--- config.mk ---
export PLATFORM = sky130hd
export DESIGN_NAME = pipe_issue_ctrl
export DESIGN_NICKNAME = d
export VERILOG_FILES = /design/src/rtl/pp_pkg.sv /design/src/rtl/pp_req_fifo.sv /design/src/rtl/pipe_issue_ctrl.sv
export SDC_FILE = /design/constraint.sdc
export NUM_CORES = 1
export LEC_CHECK = 0
export BUFFER_PORTS_ARGS = -buffer_cell sky130_fd_sc_hd__clkbuf_2
export CORE_AREA = 4 4 109 122
export CTS_CLUSTER_SIZE = 30
export DETAILED_ROUTE_END_ITERATION = 16
export DIE_AREA = 0 0 113 126
export HOLD_SLACK_MARGIN = 0.02
export PLACE_DENSITY = 0.74
export RECOVER_POWER = 100
export SETUP_SLACK_MARGIN = 0.5
export SYNTH_ARGS = -nofsm -noshare
export SYNTH_HDL_FRONTEND = slang
export SYNTH_HIERARCHICAL = 1
export SYNTH_SLANG_ARGS = --single-unit
export TNS_END_PERCENT = 1
--- constraint.sdc ---
create_clock -name clk -period 3.7 [get_ports clk]
set_input_delay 0.37 -clock clk [delete_from_list [all_inputs] [get_ports clk]]
set_output_delay 0.37 -clock clk [all_outputs]
set_load 0.05 [all_outputs]
--- src/rtl/pp_pkg.sv ---
// Shared definitions for the pipeline issue scheduler.
// Contents: opcode constants, instruction field positions, the default
// bubble encoding, scoreboard entry type and per-opcode register-usage
// helpers.
package pp_pkg;

    localparam logic [1:0] OP_ADD = 2'b00;
    localparam logic [1:0] OP_SUB = 2'b01;
    localparam logic [1:0] OP_LD  = 2'b10;
    localparam logic [1:0] OP_CLR = 2'b11;

    localparam int OP_HI   = 7;
    localparam int OP_LO   = 6;
    localparam int SRC2_HI = 5;
    localparam int SRC2_LO = 3;
    localparam int DST_HI  = 2;
    localparam int DST_LO  = 0;

    // CLR r0: r0 is the reserved discard register, so this is a no-op.
    localparam logic [7:0] BUBBLE_INSTR_DEF = 8'hC0;

    // One issue slot's register write, as seen by the hazard check.
    typedef struct packed {
        logic       wr;
        logic [2:0] dst;
    } sb_entry_t;

    function automatic logic reads_src1(input logic [1:0] op);
        return (op == OP_ADD) || (op == OP_SUB);
    endfunction

    function automatic logic reads_src2(input logic [1:0] op);
        return (op == OP_ADD) || (op == OP_SUB);
    endfunction

    // LD writes the pipeline's result register, never the regfile.
    function automatic logic writes_reg(input logic [1:0] op);
        return op != OP_LD;
    endfunction

endpackage

--- src/rtl/pp_req_fifo.sv ---
// Request FIFO for the issue scheduler.
// Ports:
//   clk, reset   rising-edge clock, synchronous active-high reset
//   i_push/i_din write one entry (ignored when full)
//   i_pop        remove the head entry (ignored when empty)
//   o_dout       head entry (valid when !o_empty)
//   o_full       no free entries
//   o_empty      no entries
module pp_req_fifo #(
    parameter int DEPTH = 4,
    parameter int WIDTH = 16
) (
    input  logic             clk,
    input  logic             reset,
    input  logic             i_push,
    input  logic [WIDTH-1:0] i_din,
    input  logic             i_pop,
    output logic [WIDTH-1:0] o_dout,
    output logic             o_full,
    output logic             o_empty
);

    localparam int AW = $clog2(DEPTH);

    logic [WIDTH-1:0] r_mem [DEPTH];
    logic [AW-1:0]    r_wr_ptr;
    logic [AW-1:0]    r_rd_ptr;
    logic [AW:0]      r_count;
    logic             w_push;
    logic             w_pop;

    assign o_full  = (r_count == (AW+1)'(DEPTH));
    assign o_empty = (r_count == '0);
    assign w_push  = i_push && !o_full;
    assign w_pop   = i_pop && !o_empty;
    assign o_dout  = r_mem[r_rd_ptr];

    always_ff @(posedge clk) begin
        if (reset) begin
            r_wr_ptr <= '0;
            r_rd_ptr <= '0;
            r_count  <= '0;
        end else begin
            if (w_push) r_wr_ptr <= r_wr_ptr + 1'b1;
            if (w_pop)  r_rd_ptr <= r_rd_ptr + 1'b1;
            case ({w_push, w_pop})
                2'b10:   r_count <= r_count + 1'b1;
                2'b01:   r_count <= r_count - 1'b1;
                default: r_count <= r_count;
            endcase
        end
    end

    always_ff @(posedge clk) begin
        if (w_push) r_mem[r_wr_ptr] <= i_din;
    end

endmodule

--- src/rtl/pipe_issue_ctrl.sv ---
// In-order issue scheduler for the 4-stage 8-bit pipeline (no forwarding).
// Buffers requests, issues them one per slot with bubbles on RAW hazards,
// times load operands onto the pipeline's data_in and flags result validity.
// Ports:
//   clk, reset                 clock, synchronous active-high reset
//   req_valid/req_ready        request handshake (req_ready = FIFO not full)
//   req_instr, req_data        instruction and load operand
//   halt                       issue bubbles only; FIFO still accepts
//   pp_instr, pp_data          registered drive to pipeline instr_in/data_in
//   issue_valid                pp_instr is a real instruction
//   result_valid               pipeline result holds a load value (1 cycle)
//   busy                       queued or in-flight work exists
//   issue_cnt, stall_cnt       saturating issue / hazard-stall counters
module pipe_issue_ctrl
    import pp_pkg::*;
#(
    parameter int         FIFO_DEPTH   = 4,
    parameter logic [7:0] BUBBLE_INSTR = BUBBLE_INSTR_DEF,
    parameter int         CNT_W        = 16
) (
    input  logic             clk,
    input  logic             reset,
    input  logic             req_valid,
    output logic             req_ready,
    input  logic [7:0]       req_instr,
    input  logic [7:0]       req_data,
    input  logic             halt,
    output logic [7:0]       pp_instr,
    output logic [7:0]       pp_data,
    output logic             issue_valid,
    output logic             result_valid,
    output logic             busy,
    output logic [CNT_W-1:0] issue_cnt,
    output logic [CNT_W-1:0] stall_cnt
);

    function automatic logic [CNT_W-1:0] sat_inc(input logic [CNT_W-1:0] v);
        return (&v) ? v : v + 1'b1;
    endfunction

    logic [15:0]       w_fifo_dout;
    logic              w_full;
    logic              w_empty;
    logic              w_push;
    logic              w_pop;
    logic              w_stall;
    logic              w_hazard;
    logic [7:0]        w_head_instr;
    logic [7:0]        w_head_data;
    logic [1:0]        w_head_op;
    logic [2:0]        w_head_src2;
    logic [2:0]        w_head_dst;
    logic              w_head_is_ld;
    sb_entry_t         w_sb_new;

    // r_sb[0] is the most recent issue slot, r_sb[2] the oldest tracked.
    sb_entry_t [2:0]   r_sb;
    logic              r_ld_vld_p0;
    logic              r_ld_vld_p1;
    logic [7:0]        r_ld_data_p0;
    logic [7:0]        r_ld_data_p1;
    logic [4:0]        r_res_vld_p;
    logic [7:0]        r_pp_instr;
    logic [7:0]        r_pp_data;
    logic              r_issue_valid;
    logic              r_result_valid;
    logic [CNT_W-1:0]  r_issue_cnt;
    logic [CNT_W-1:0]  r_stall_cnt;

    assign req_ready = !w_full;
    assign w_push    = req_valid && !w_full;

    pp_req_fifo #(
        .DEPTH (FIFO_DEPTH),
        .WIDTH (16)
    ) u_fifo (
        .clk     (clk),
        .reset   (reset),
        .i_push  (w_push),
        .i_din   ({req_data, req_instr}),
        .i_pop   (w_pop),
        .o_dout  (w_fifo_dout),
        .o_full  (w_full),
        .o_empty (w_empty)
    );

    assign w_head_instr = w_fifo_dout[7:0];
    assign w_head_data  = w_fifo_dout[15:8];
    assign w_head_op    = w_head_instr[OP_HI:OP_LO];
    assign w_head_src2  = w_head_instr[SRC2_HI:SRC2_LO];
    assign w_head_dst   = w_head_instr[DST_HI:DST_LO];
    assign w_head_is_ld = (w_head_op == OP_LD);

    // A producer stays visible for three slots, so a consumer issues at
    // least four slots later and reads the regfile after WB. r0 never blocks.
    always_comb begin
        w_hazard = 1'b0;
        for (int i = 0; i < 3; i++) begin
            if (r_sb[i].wr && (r_sb[i].dst != 3'd0)) begin
                if (reads_src1(w_head_op) && (r_sb[i].dst == w_head_dst))
                    w_hazard = 1'b1;
                if (reads_src2(w_head_op) && (r_sb[i].dst == w_head_src2))
                    w_hazard = 1'b1;
            end
        end
    end

    assign w_pop   = !w_empty && !halt && !w_hazard;
    assign w_stall = !w_empty && !halt && w_hazard;

    always_comb begin
        w_sb_new.wr  = w_pop && writes_reg(w_head_op);
        w_sb_new.dst = w_head_dst;
    end

    always_ff @(posedge clk) begin
        if (reset) begin
            r_pp_instr     <= BUBBLE_INSTR;
            r_pp_data      <= 8'h00;
            r_issue_valid  <= 1'b0;
            r_result_valid <= 1'b0;
            r_sb           <= '0;
            r_ld_vld_p0    <= 1'b0;
            r_ld_vld_p1    <= 1'b0;
            r_res_vld_p    <= '0;
            r_issue_cnt    <= '0;
            r_stall_cnt    <= '0;
        end else begin
            // p0: issue slot
            r_pp_instr    <= w_pop ? w_head_instr : BUBBLE_INSTR;
            r_issue_valid <= w_pop;
            r_sb          <= {r_sb[1:0], w_sb_new};
            r_ld_vld_p0   <= w_pop && w_head_is_ld;
            r_res_vld_p   <= {r_res_vld_p[3:0], w_pop && w_head_is_ld};
            // p1 -> data_in: operand lands while the LD is in EX
            r_ld_vld_p1   <= r_ld_vld_p0;
            if (r_ld_vld_p1) r_pp_data <= r_ld_data_p1;
            // p4 -> result_valid: same edge the pipeline writes result
            r_result_valid <= r_res_vld_p[4];
            if (w_pop)   r_issue_cnt <= sat_inc(r_issue_cnt);
            if (w_stall) r_stall_cnt <= sat_inc(r_stall_cnt);
        end
    end

    always_ff @(posedge clk) begin
        r_ld_data_p0 <= w_head_data;
        r_ld_data_p1 <= r_ld_data_p0;
    end

    assign pp_instr     = r_pp_instr;
    assign pp_data      = r_pp_data;
    assign issue_valid  = r_issue_valid;
    assign result_valid = r_result_valid;
    assign issue_cnt    = r_issue_cnt;
    assign stall_cnt    = r_stall_cnt;
    assign busy         = !w_empty || r_sb[0].wr || r_sb[1].wr || r_sb[2].wr ||
                          r_ld_vld_p0 || r_ld_vld_p1 || (|r_res_vld_p);

endmodule

==> results of run 1 <==
-- registers in the layout, summed over array words and instances, names as in the netlist, 5 cells and up, named ones only --
signal        cells
u_fifo/r_mem     64
issue_cnt        16
stall_cnt        16
r_sb             12
pp_data           8
pp_instr          8
r_ld_data_p0      8
r_ld_data_p1      8
r_res_vld_p       5
-- through the flow --
step	worst slack [ns]	hold WS, ns
after floorplan	0.199	0.310
after global placement	0.182	0.313
after detailed placement	0.0266	0.313
after CTS	0.292	0.149
after global routing	0.0688	0.204
final	0.255	0.206
-- synth_stat cells, types with 12 or more instances --
| library cell | n |
|---|---|
| edfxtp_1 | 64 |
| nand2_1 | 19 |
| nor3_1 | 18 |
| inv_1 | 12 |
| a21oi_1 | 21 |
| nor2_1 | 42 |
| nor2b_1 | 29 |
| dfxtp_1 | 92 |
| mux2_2 | 12 |
| xor2_1 | 19 |
| nand3_1 | 15 |
-- per-layer routing --
| metal | track usage (%) | routed length (um) | up-vias |
|---|---|---|---|
| met2 | 27.3 | 5590 | 119 |
| met3 | 3.74 | 677 | 17 |
| met1 | 21.6 | 5160 | 1897 |
| li1 | - | - | 1968 |
| met5 | 0 | 0 | - |
| met4 | 7.14 | 200 | 0 |
-- cell usage in the layout, fill, tap and decap left out, types with 12 or more instances in the layout --
master / n
mux4_2: 12
xor2_1: 19
clkbuf_1: 72
edfxtp_1: 64
nand3_1: 15
clkbuf_16: 17
nor2b_1: 29
dfxtp_1: 90
nor2_1: 41
mux2_2: 12
a21oi_1: 20
nor3_1: 18
nand2_1: 19
inv_1: 12
-- report_power, final --
| group | total [mW] | internal, mW | switching (mW) |
|---|---|---|---|
| clock network | 1.68 | 0.910 | 0.775 |
| registers | 2.09 | 1.99 | 0.0996 |
| logic | 0.808 | 0.300 | 0.508 |
-- worst reg2reg max path, stage by stage, from the launching register on --
cell	delay, ns
dfxtp_4	0.39
buf_6	0.12
mux4_2	0.57
xor2_1	0.22
nor4_1	0.09
nor4_2	0.29
o211ai_1	0.21
nor2_4	0.15
o31ai_2	0.08
inv_1	0.06
ha_1	0.17
inv_1	0.07
fa_2	0.33
xor2_1	0.15
or3_1	0.32
a21oi_2	0.12
-- repair_timing --
action,in CTS,in global routing
setup buffers,3,2
resized for setup,4,4
cloned,0,0
pin swaps,2,6
endpoints found under the setup margin,8,6
-- worst paths after layout --
path,to
max reg2reg,u_fifo/r_count[2]$_SDFFE_PP0P_
max,u_fifo/r_count[2]$_SDFFE_PP0P_
min,u_fifo/r_mem[2][8]$_DFFE_PP_
min reg2reg,r_ld_data_p1[6]$_DFF_P_
-- cell families (layout without fill, tap and decap cells) --
logic type,count (synthesis),after routing,synth area share (%)
DFF,156,156,61.2
buffers and inverters,34,130,2.69
and+or+nand+nor,186,186,16.3
adders and majority gates,8,8,1.75
AOI/OAI and AO/OA,52,52,5.27
muxes,38,38,10.1
xor gates and xnor gates,19,19,2.71
-- final cells by class --
type,count,share of cell area (%)
Inverter,12,0.625
Timing Repair Buffer,86,5.30
Clock buffer,17,5.90
Multi-Input combinational cell,303,30.8
Sequential cell,156,52.3
Clock inverter,15,2.36
Tap cell,154,2.67
==> summary.md, run 1 <==
| Metric | Value |
|---|---|
| Outcome | finished with violations |
| Failing checks | capacitance limit, slew limit |
| Htree depth | 4 |
| CTS sink count | 156 |
| Top cells by area, synth | edfxtp_1, dfxtp_1, mux4_2 |
| Share of cells above drive strength 1 | 13.2% |
| Post-DP Area | 0.00667 mm^2 |
| Crit path DAT | 3.77 ns |
| Worst Hold Depth | 1 |
| Final HPWL DP | 7830 um |
| Fin. max-slew vios | 83 |
| Number of library cell types mapped by synthesis | 45 |
| Die Height | 126 um |
| CP max stage delay | 0.57 ns |
| Yosys top cell area share | 31.3% |
| Initial core utilization | 51.5% |
| R2R setup slack | 0.26 ns |
| CTS tree | yes |
| EDFF count, synth | 64 |
| Top FF cell, synth | dfxtp_1 |
| Slew HR | -24.0% |
| Fin crit share | 93.1% |
| Minimum clock period | 3.44 ns |
| Clk Latency, worst-skew pair | 0.42 ns |
| Yosys warnings | 6 |
| Sequential Area | 0.00377 mm^2 |
| Die X | 113 um |
| Sequential share of the synthesized area | 61.2% |
| Wire per inst | 15.6 um |
| Worst slew pin tran | 1.86 ns |
| TritonCTS buffer count | 17 |
| Fillers | 972 |
| Via density | 5.38 |
| CTS clock-pin slew for the worst setup and hold paths | 0.07 ns |
| CTS Buffer Depth | 2 |
| Number of cells on the critical path | 15 |
| Initial antenna violation count | 0 |
| R2R depth | 15 |
| Vias in the first global route | 3,917 |
| Die ar. | 0.0142 mm^2 |
| Synth Net Count | 521 |
| Vias post-DR | 4,001 |
| Total GRT Usage | 16.8% |
| Placed insts | 706 |
| Port Buf Inserts | 71 |
| DRT iter0 DRCs | 270 |
| CP top delay family | simple AND/OR/NAND/NOR gates |
| Routed WL | 11,600 um |
| Total power | 4.59 mW |
| Final Util | 60.4% |
| CP Max Fanout | 6 |
| Class of the worst hold path | input port to flop |
| RePlAce Congestion | 0.842 |
| Clock Skews | 0.0144 ns |
| Avg Inst Size Synth | 12.5 um^2 |
| Final #Nets | 604 |
| Critical-path top delay cell | mux4_2 |
| Synthesized cell area | 0.00615 mm^2 |
| Synthesized instance count | 493 |
| Worst vdd ir | 447 uV |
| Critical path type | flop to flop |
| Final Hold Fails | 0 |
| Number of diodes | 0 |
| Maximum clock rate | 290 MHz |
| Crit path required time | 4.02 ns |
| Cts hold-fix bufs | 0 |
| Final Cell Area | 0.00720 mm^2 |
| DR pass1 iterations | 4 |
| TNS Setup | 0 ns |
| Worst path cell trace | buf_6, mux4_2, xor2_1, nor4_1, nor4_2, o211ai_1, nor2_4, o31ai_2, inv_1, ha_1, inv_1, fa_2, xor2_1, or3_1, a21oi_2 |
| Worst hold path startpoint | req_data[0] |
| Synthesis-to-layout area growth | 17.2% |
| Row cnt | 42 |
| Worst path bufs/invs | 3 |
| Drc violations | 0 |
| Core ar. | 0.0119 mm^2 |
| First-pass GRT wire length | 19,200 um |
| Grt ovf | 0 |
| ANT nets after route | 0 |
| # setup viols final | 0 |
| Leak | 2.48 nW |
| Multi-input logic area | 0.00222 mm^2 |
| RSZ-0062 raised after global routing | true |
| FFs w/ async S/R, synth | 0% |
| Largest net degree at the start of global routing | 45 |
| Setup crit start kind | flop |
| IO Pins | 72 |
| Critical path endpoint category | flop |
| Pwr/cell area | 636 mW/mm^2 |
| Synth Register Bits | 156 |
| CTS Root Cell | clkbuf_16 |
| Non-filler cells, final | 743 |
| Max Cap Violations | 2 |
| Leading area contributor after synthesis | edfxtp_1 |
No activity file was read; power rests on OpenSTA's default activity.
==> run 2, diff against run 1 <==
--- a/config.mk
+++ b/config.mk
@@ -5,7 +5,7 @@
 export SDC_FILE = /design/constraint.sdc
 export NUM_CORES = 1
 export LEC_CHECK = 0
-export BUFFER_PORTS_ARGS = -buffer_cell sky130_fd_sc_hd__clkbuf_2
+export BUFFER_PORTS_ARGS = -buffer_cell sky130_fd_sc_hd__buf_2
 export CORE_AREA = 4 4 109 122
 export CTS_CLUSTER_SIZE = 30
 export DETAILED_ROUTE_END_ITERATION = 16
==> run 2 against run 1 <==
  * The flow still finishes with violations (capacitance limit, slew limit)
  * Hold slack lost 0.0035 ns
  * Sequential share of layout area shrank 0.19 points
  * Critical path depth is the same
  * Routed wire length grew 0.66%
  * Non-clock buffer count grew 5
  * Clock skew shrank 0.0065 ns
  * Largest power group unchanged
  * Via count grew 1.8%
  * Sequential power is essentially flat
  * Total power is essentially flat
  * Worst setup slack gained 0.035 ns
  * Fmax grew 1.0%
==> summary.md, run 2 (synthesis gave the netlist of run 1 again) <==
| Metric | Value |
|---|---|
| Outcome | finished with violations |
| Failing checks | capacitance limit, slew limit |
| Row cnt | 42 (unchanged) |
| Class of the worst hold path | input port to flop |
| Crit path required time | 4.03 ns (about the same) |
| Critical path type | flop to flop |
| Sequential Area | 0.00377 mm^2 (unchanged) |
| Fin crit share | 92.2% (-0.93 points) |
| Number of cells on the critical path | 15 (unchanged) |
| CTS tree | yes |
| Reg power frac | 45.7% (about the same) |
| Setup crit start kind | flop |
| CTS Buffer Depth | 2 (unchanged) |
| Commonest non-fill, non-tap cells in the layout | dfxtp_1, clkbuf_1, edfxtp_1, nor2_1, nor2b_1 |
| Combinational share of power | 18.3% (+0.7 points) |
| Vias in the first global route | 4,028 (+2.8%) |
| Minimum clock period | 3.41 ns (-0.0345 ns) |
| Worst path cell trace | buf_6, mux4_2, xor2_2, nor3_1, nor4_2, o211ai_1, nor2_4, o31ai_1, clkinv_1, ha_4, inv_2, fa_2, xor2_1, or3_1, a21oi_1 |
| CP top delay family | simple AND/OR/NAND/NOR gates |
| DR pass1 iterations | 8 (+4) |
| Die ar. | 0.0142 mm^2 (unchanged) |
| Non-filler cells, final | 748 (+0.67%) |
| Fillers | 984 (+1.2%) |
| Worst path bufs/invs | 3 (unchanged) |
| Slew HR | -21.5% (+2.4 points) |
| Final #Nets | 609 (+0.83%) |
| # setup viols final | 0 (unchanged) |
| Largest net degree at the start of global routing | 45 (unchanged) |
| Max Cap Violations | 2 (unchanged) |
| Vias post-DR | 4,075 (+1.8%) |
| Core ar. | 0.0119 mm^2 (unchanged) |
| CTS Root Cell | clkbuf_16 |
| Worst vdd ir | 458 uV (+2.3%) |
| Grt ovf | 0 (unchanged) |
| ANT nets after route | 0 (unchanged) |
| Total GRT Usage | 17.4% (+0.63 points) |
| Htree depth | 4 (unchanged) |
| CTS sink count | 156 (unchanged) |
| Initial antenna violation count | 0 (unchanged) |
| Pwr/cell area | 635 mW/mm^2 (-0.31%) |
| CP max stage delay | 0.57 ns (about the same) |
| Synthesis-to-layout area growth | 17.6% |
| Largest Register | u_fifo/r_mem |
| Via density | 5.45 (+1.2%) |
| Leak | 2.48 nW (+0.33%) |
| DRT iter0 DRCs | 308 (+14%) |
| RePlAce Congestion | 0.840 (-0.20%) |
| Placed insts | 706 (unchanged) |
| Internal power | 3.27 mW (+2.0%) |
| Crit path DAT | 3.74 ns (-0.03 ns) |
| Clock Skews | 0.00794 ns (-0.00648 ns) |
| Worst slew pin tran | 1.82 ns (-0.0367 ns) |
| Power share of the clock group | 36.0% (-0.7 points) |
| Port Buf Inserts | 71 (unchanged) |
| IO Pins | 72 (unchanged) |
| Fin. max-slew vios | 83 (unchanged) |
| Critical-path top delay cell | mux4_2 |
| TNS Setup | 0 ns (unchanged) |
| Maximum clock rate | 293 MHz (+1.0%) |
| Psw | 1.32 mW (-4.4%) |
| Critical path endpoint category | flop |
| Most common cell after layout, fill and taps aside | dfxtp_1 |
| R2R depth | 15 (unchanged) |
| Number of flip-flops in the largest register | 64 (unchanged) |
| Multi-input logic area | 0.00225 mm^2 (+1.3%) |
| Final Hold Fails | 0 (unchanged) |
| Initial core utilization | 51.5% (unchanged) |
| TritonCTS buffer count | 17 (unchanged) |
| Die Height | 126 um (unchanged) |
| RSZ-0062 raised after global routing | true |
| First-pass GRT wire length | 19,700 um (+2.9%) |
| Share of cells above drive strength 1 | 13.8% (+0.56 points) |
| Number of diodes | 0 (unchanged) |
| Die X | 113 um (unchanged) |
| Routed WL | 11,700 um (+0.66%) |
| Final HPWL DP | 7850 um (+0.30%) |
| Drc violations | 0 (unchanged) |
| Wire per inst | 15.6 um (about the same) |
| Worst Hold Depth | 1 (unchanged) |
| CP Max Fanout | 7 (+1) |
| CTS clock-pin slew for the worst setup and hold paths | 0.06 ns (about the same) |
| Switch share | 28.8% (-1.3 points) |
| Clk Latency, worst-skew pair | 0.42 ns (about the same) |
==> run 2: cell types whose count changed in the layout (fill, tap and decap cells not counted), sizes merged <==
cell,before,now
clkinv,5,6
bufinv,0,1
clkbuf,94,95
inv,20,18
buf,9,15
clkinvlp,2,0
==> run 2: area by class of cell <==
class	count	share of cell area [%]
Sequential cell	156	52.1
Timing Repair Buffer	91	5.62
Clock inverter	13	1.87
Inverter	12	0.623
Tap cell	154	2.66
Multi-Input combinational cell	303	31.1
Clock buffer	19	5.99
==> run 2: routing by layer <==
metal	vias to the layer above	routed length (um)	global-route usage [%]
met1	1944	5140	22.5
met3	23	661	3.98
met4	0	221	8.06
li1	1979	-	-
met5	-	0	0
met2	129	5690	27.8
==> run 2: per-stage QoR <==
stage / utilization [%] / power, mW / hold slack [ns] / cell area, um^2 / worst slack, ns
finish: 60.6 / 4.59 / 0.202 / 7230 / 0.290
global route: 60.6 / 4.82 / 0.201 / 7230 / 0.0808
CTS: 61.2 / 4.63 / 0.138 / 7300 / 0.295
detailed placement: 55.9 / 2.93 / 0.312 / 6670 / 0.0207
global placement: 55.9 / 2.90 / 0.312 / 6670 / 0.181
floorplan: - / 2.73 / 0.310 / 6180 / 0.199
==> run 2: timing repair <==
action / 4_1_cts / 5_1_grt
setup buffers: 6 / 4
gates resized for setup: 6 / 7
pin swaps: 8 / 7
hold buffers: 0 / 0
setup endpoints to repair: 13 / 18
==> run 2: final timing paths <==
check,startpoint,end,slack (ns)
setup reg to reg,flop,u_fifo/r_count[2]$_SDFFE_PP0P_,0.29
hold reg to reg,r_ld_data_p0[6]$_DFF_P_,r_ld_data_p1[6]$_DFF_P_,0.33
hold / removal,req_data[0],u_fifo/r_mem[2][8]$_DFFE_PP_,0.20
setup / recovery,flop,u_fifo/r_count[2]$_SDFFE_PP0P_,0.29
==> run 2: power groups by stage <==
stage	sequential, mW	clock [mW]	combinational (mW)
floorplan	2.18	0	0.552
global placement	2.12	0	0.776
detailed placement	2.13	0	0.798
CTS	2.10	1.70	0.838
global route	2.12	1.77	0.929
finish	2.10	1.65	0.840
==> run 3, diff against run 2 <==
--- a/config.mk
+++ b/config.mk
@@ -6,12 +6,12 @@
 export NUM_CORES = 1
 export LEC_CHECK = 0
 export BUFFER_PORTS_ARGS = -buffer_cell sky130_fd_sc_hd__buf_2
-export CORE_AREA = 4 4 109 122
+export CORE_AREA = 4 4 104 115
 export CTS_CLUSTER_SIZE = 30
 export DETAILED_ROUTE_END_ITERATION = 16
-export DIE_AREA = 0 0 113 126
+export DIE_AREA = 0 0 108 119
 export HOLD_SLACK_MARGIN = 0.02
-export PLACE_DENSITY = 0.74
+export PLACE_DENSITY = 0.78
 export RECOVER_POWER = 100
 export SETUP_SLACK_MARGIN = 0.5
 export SYNTH_ARGS = -nofsm -noshare
==> constraint.sdc (replaced) <==
create_clock -name clk -period 3.2 [get_ports clk]
set_input_delay 0.32 -clock clk [delete_from_list [all_inputs] [get_ports clk]]
set_output_delay 0.32 -clock clk [all_outputs]
set_load 0.05 [all_outputs]
==> run 3 against run 2 <==
  * The flow finishes with violations (setup timing)
  * Combinational power rose by 30%
  * Routed wire length rose by 9.7%
  * Sequential share of layout area fell by 1.8 points
  * Clock skew rose by 0.0052 ns
  * Via count rose by 1.1%
  * Non-clock buffer count rose by 11
  * Register-to-register slack got worse by 0.51 ns
  * Die area fell by 9.7%
  * Core utilization rose by 8.4 points
  * Hold slack got worse by 0.040 ns
  * Largest power group unchanged
  * Highest routed layer unchanged
==> summary.md, run 3 (synthesis gave the netlist of run 1 again) <==
| Metric | Value |
|---|---|
| Leak | 2.81 nW (+13%) |
| Total power | 5.54 mW (+21%) |
| Fillers | 765 (-22%) |
| Multi-input logic area | 0.00231 mm^2 (+2.8%) |
| DRT iter0 DRCs | 225 (-27%) |
| Worst slew pin tran | 0.957 ns (-0.866 ns) |
| Share of cells above drive strength 1 | 27.4% (+14 points) |
| TritonCTS buffer count | 17 (unchanged) |
| CTS clock-pin slew for the worst setup and hold paths | 0.06 ns (about the same) |
| Port Buf Inserts | 71 (unchanged) |
| TNS Setup | -1.89 ns (-1.89 ns) |
| Class of the worst hold path | input port to flop |
| Synthesis-to-layout area growth | 21.8% |
| Final Hold Fails | 0 (unchanged) |
| Most common cell after layout, fill and taps aside | dfxtp_1 |
| Row cnt | 40 (-4.8%) |
| ANT nets after route | 0 (unchanged) |
| Total GRT Usage | 20.8% (+3.4 points) |
| Commonest non-fill, non-tap cells in the layout | dfxtp_1, edfxtp_1, buf_2, nor2_1, nor2b_1 |
| Minimum clock period | 3.42 ns (+0.0109 ns) |
| Die X | 108 um (-4.4%) |
| Min setup slack post-route | -0.221 ns (-0.511 ns) |
| First-pass GRT wire length | 20,700 um (+5.1%) |
| DR pass1 iterations | 5 (-3) |
| Vias in the first global route | 4,179 (+3.7%) |
| Crit path required time | 3.51 ns (-0.52 ns) |
| Placed insts | 712 (+0.85%) |
| Failing checks | setup timing |
| CTS Buffer Depth | 2 (unchanged) |
| Grt ovf | 0 (unchanged) |
| Pwr/cell area | 739 mW/mm^2 (+17%) |
| Cts hold-fix bufs | 0 (unchanged) |
| CTS Root Cell | clkbuf_16 |
| Final hold slack | 0.162 ns (-0.0403 ns) |
| Die Height | 119 um (-5.6%) |
| Vias post-DR | 4,119 (+1.1%) |
| Fin. max-slew vios | 0 (-100%) |
| Pre-CTS setup slack | -0.357 ns (-0.378 ns) |
| Final Util | 69.0% (+8.4 points) |
| Final #Nets | 620 (+1.8%) |
| # setup viols final | 23 (+23) |
| Clock Skews | 0.0131 ns (+0.00517 ns) |
| Critical path type | flop to flop |
| Worst vdd ir | 532 uV (+16%) |
| CP Max Fanout | 14 (+7) |
| Setup crit start kind | flop |
| CTS tree | yes |
| Number of flip-flops in the largest register | 64 (unchanged) |
| Worst hold path startpoint | req_instr[6] |
| Crit path DAT | 3.73 ns (about the same) |
| RePlAce Congestion | 0.832 (-0.89%) |
| Largest net degree at the start of global routing | 80 (+78%) |
| Final Cell Area | 0.00749 mm^2 (+3.6%) |
| Crit path top cell by count | buf_4 |
| Worst path cell trace | buf_6, mux4_2, buf_6, xor2_2, nor3_1, o2111ai_2, buf_4, buf_4, buf_4, o211a_1, nor4_1, mux2_2 |
| IO Pins | 72 (unchanged) |
| Outcome | finished with violations |
| Number of diodes | 0 (unchanged) |
| Slew HR | 35.7% (+57 points) |
| Critical path endpoint category | flop |
| Largest Register | u_fifo/r_mem |
| Maximum clock rate | 292 MHz (-0.32%) |
| Clk Latency, worst-skew pair | 0.42 ns (about the same) |
| Critical-path top delay cell | mux4_2 |
| Die ar. | 0.0129 mm^2 (-9.7%) |
| CP max stage delay | 0.59 ns (+0.02 ns) |
| Initial core utilization | 56.6% (+5.1 points) |
| Routed WL | 12,800 um (+9.7%) |
| CTS sink count | 156 (unchanged) |
| Wire per inst | 17.1 um (+9.1%) |
| Sequential Area | 0.00377 mm^2 (unchanged) |
| Initial antenna violation count | 0 (unchanged) |
| Via density | 5.48 (+0.54%) |
| Core ar. | 0.0109 mm^2 (-9.0%) |
| Non-filler cells, final | 752 (+0.53%) |
| RSZ-0062 raised after global routing | true |
| Final HPWL DP | 7960 um (+1.3%) |
| Fin crit share | 107% (+15 points) |
| Htree depth | 4 (unchanged) |
| Drc violations | 0 (unchanged) |
| Post-DP Area | 0.00676 mm^2 (+1.3%) |
| Max Cap Violations | 0 (-2) |
-- run 3: what timing repair did --
| item | CTS | global route |
|---|---|---|
| endpoints found under the setup margin | 50 | 50 |
| resized for setup | 11 | 11 |
| setup buffers | 7 | 1 |
| pin swaps | 5 | 4 |
-- run 3: where the power goes --
group / switching (mW) / internal [mW]
clock network: 0.837 / 1.18
logic: 0.650 / 0.438
registers: 0.130 / 2.30
-- run 3: final cells by class --
class / instances / area share, %
Sequential cell: 156 / 50.3
Multi-Input combinational cell: 303 / 30.9
Timing Repair Buffer: 102 / 7.73
Clock buffer: 17 / 5.68
Tap cell: 147 / 2.46
Clock inverter: 15 / 2.34
Inverter: 12 / 0.601
-- run 3: per-layer routing --
layer | global-route usage [%] | vias to the layer above | wire (um)
li1 | - | 1999 | -
met1 | 24.7 | 1991 | 5080
met2 | 35.8 | 106 | 6970
met3 | 4.55 | 23 | 504
met4 | 9.55 | 0 | 289
met5 | 0 | - | 0
-- run 3: path summary, 6_finish.rpt --
kind	endpoint	slack, ns	depth (start not counted)
hold reg to reg	r_ld_data_p1[0]$_DFF_P_	0.33	0
setup / recovery	stall_cnt[5]$_SDFFE_PP0P_	-0.22	12
hold / removal	u_fifo/r_mem[2][6]$_DFFE_PP_	0.16	1
setup reg to reg	stall_cnt[5]$_SDFFE_PP0P_	-0.22	12
-- run 3: critical path, delay by kind of cell (launching register included) --
kind	cells	cell delay [ns]
AOI/OAI and AO/OA	2	0.45
xor gates and xnor gates	1	0.16
buffers and inverters	5	0.70
DFF	1	0.37
muxes	2	0.96
and+or+nand+nor	2	0.65
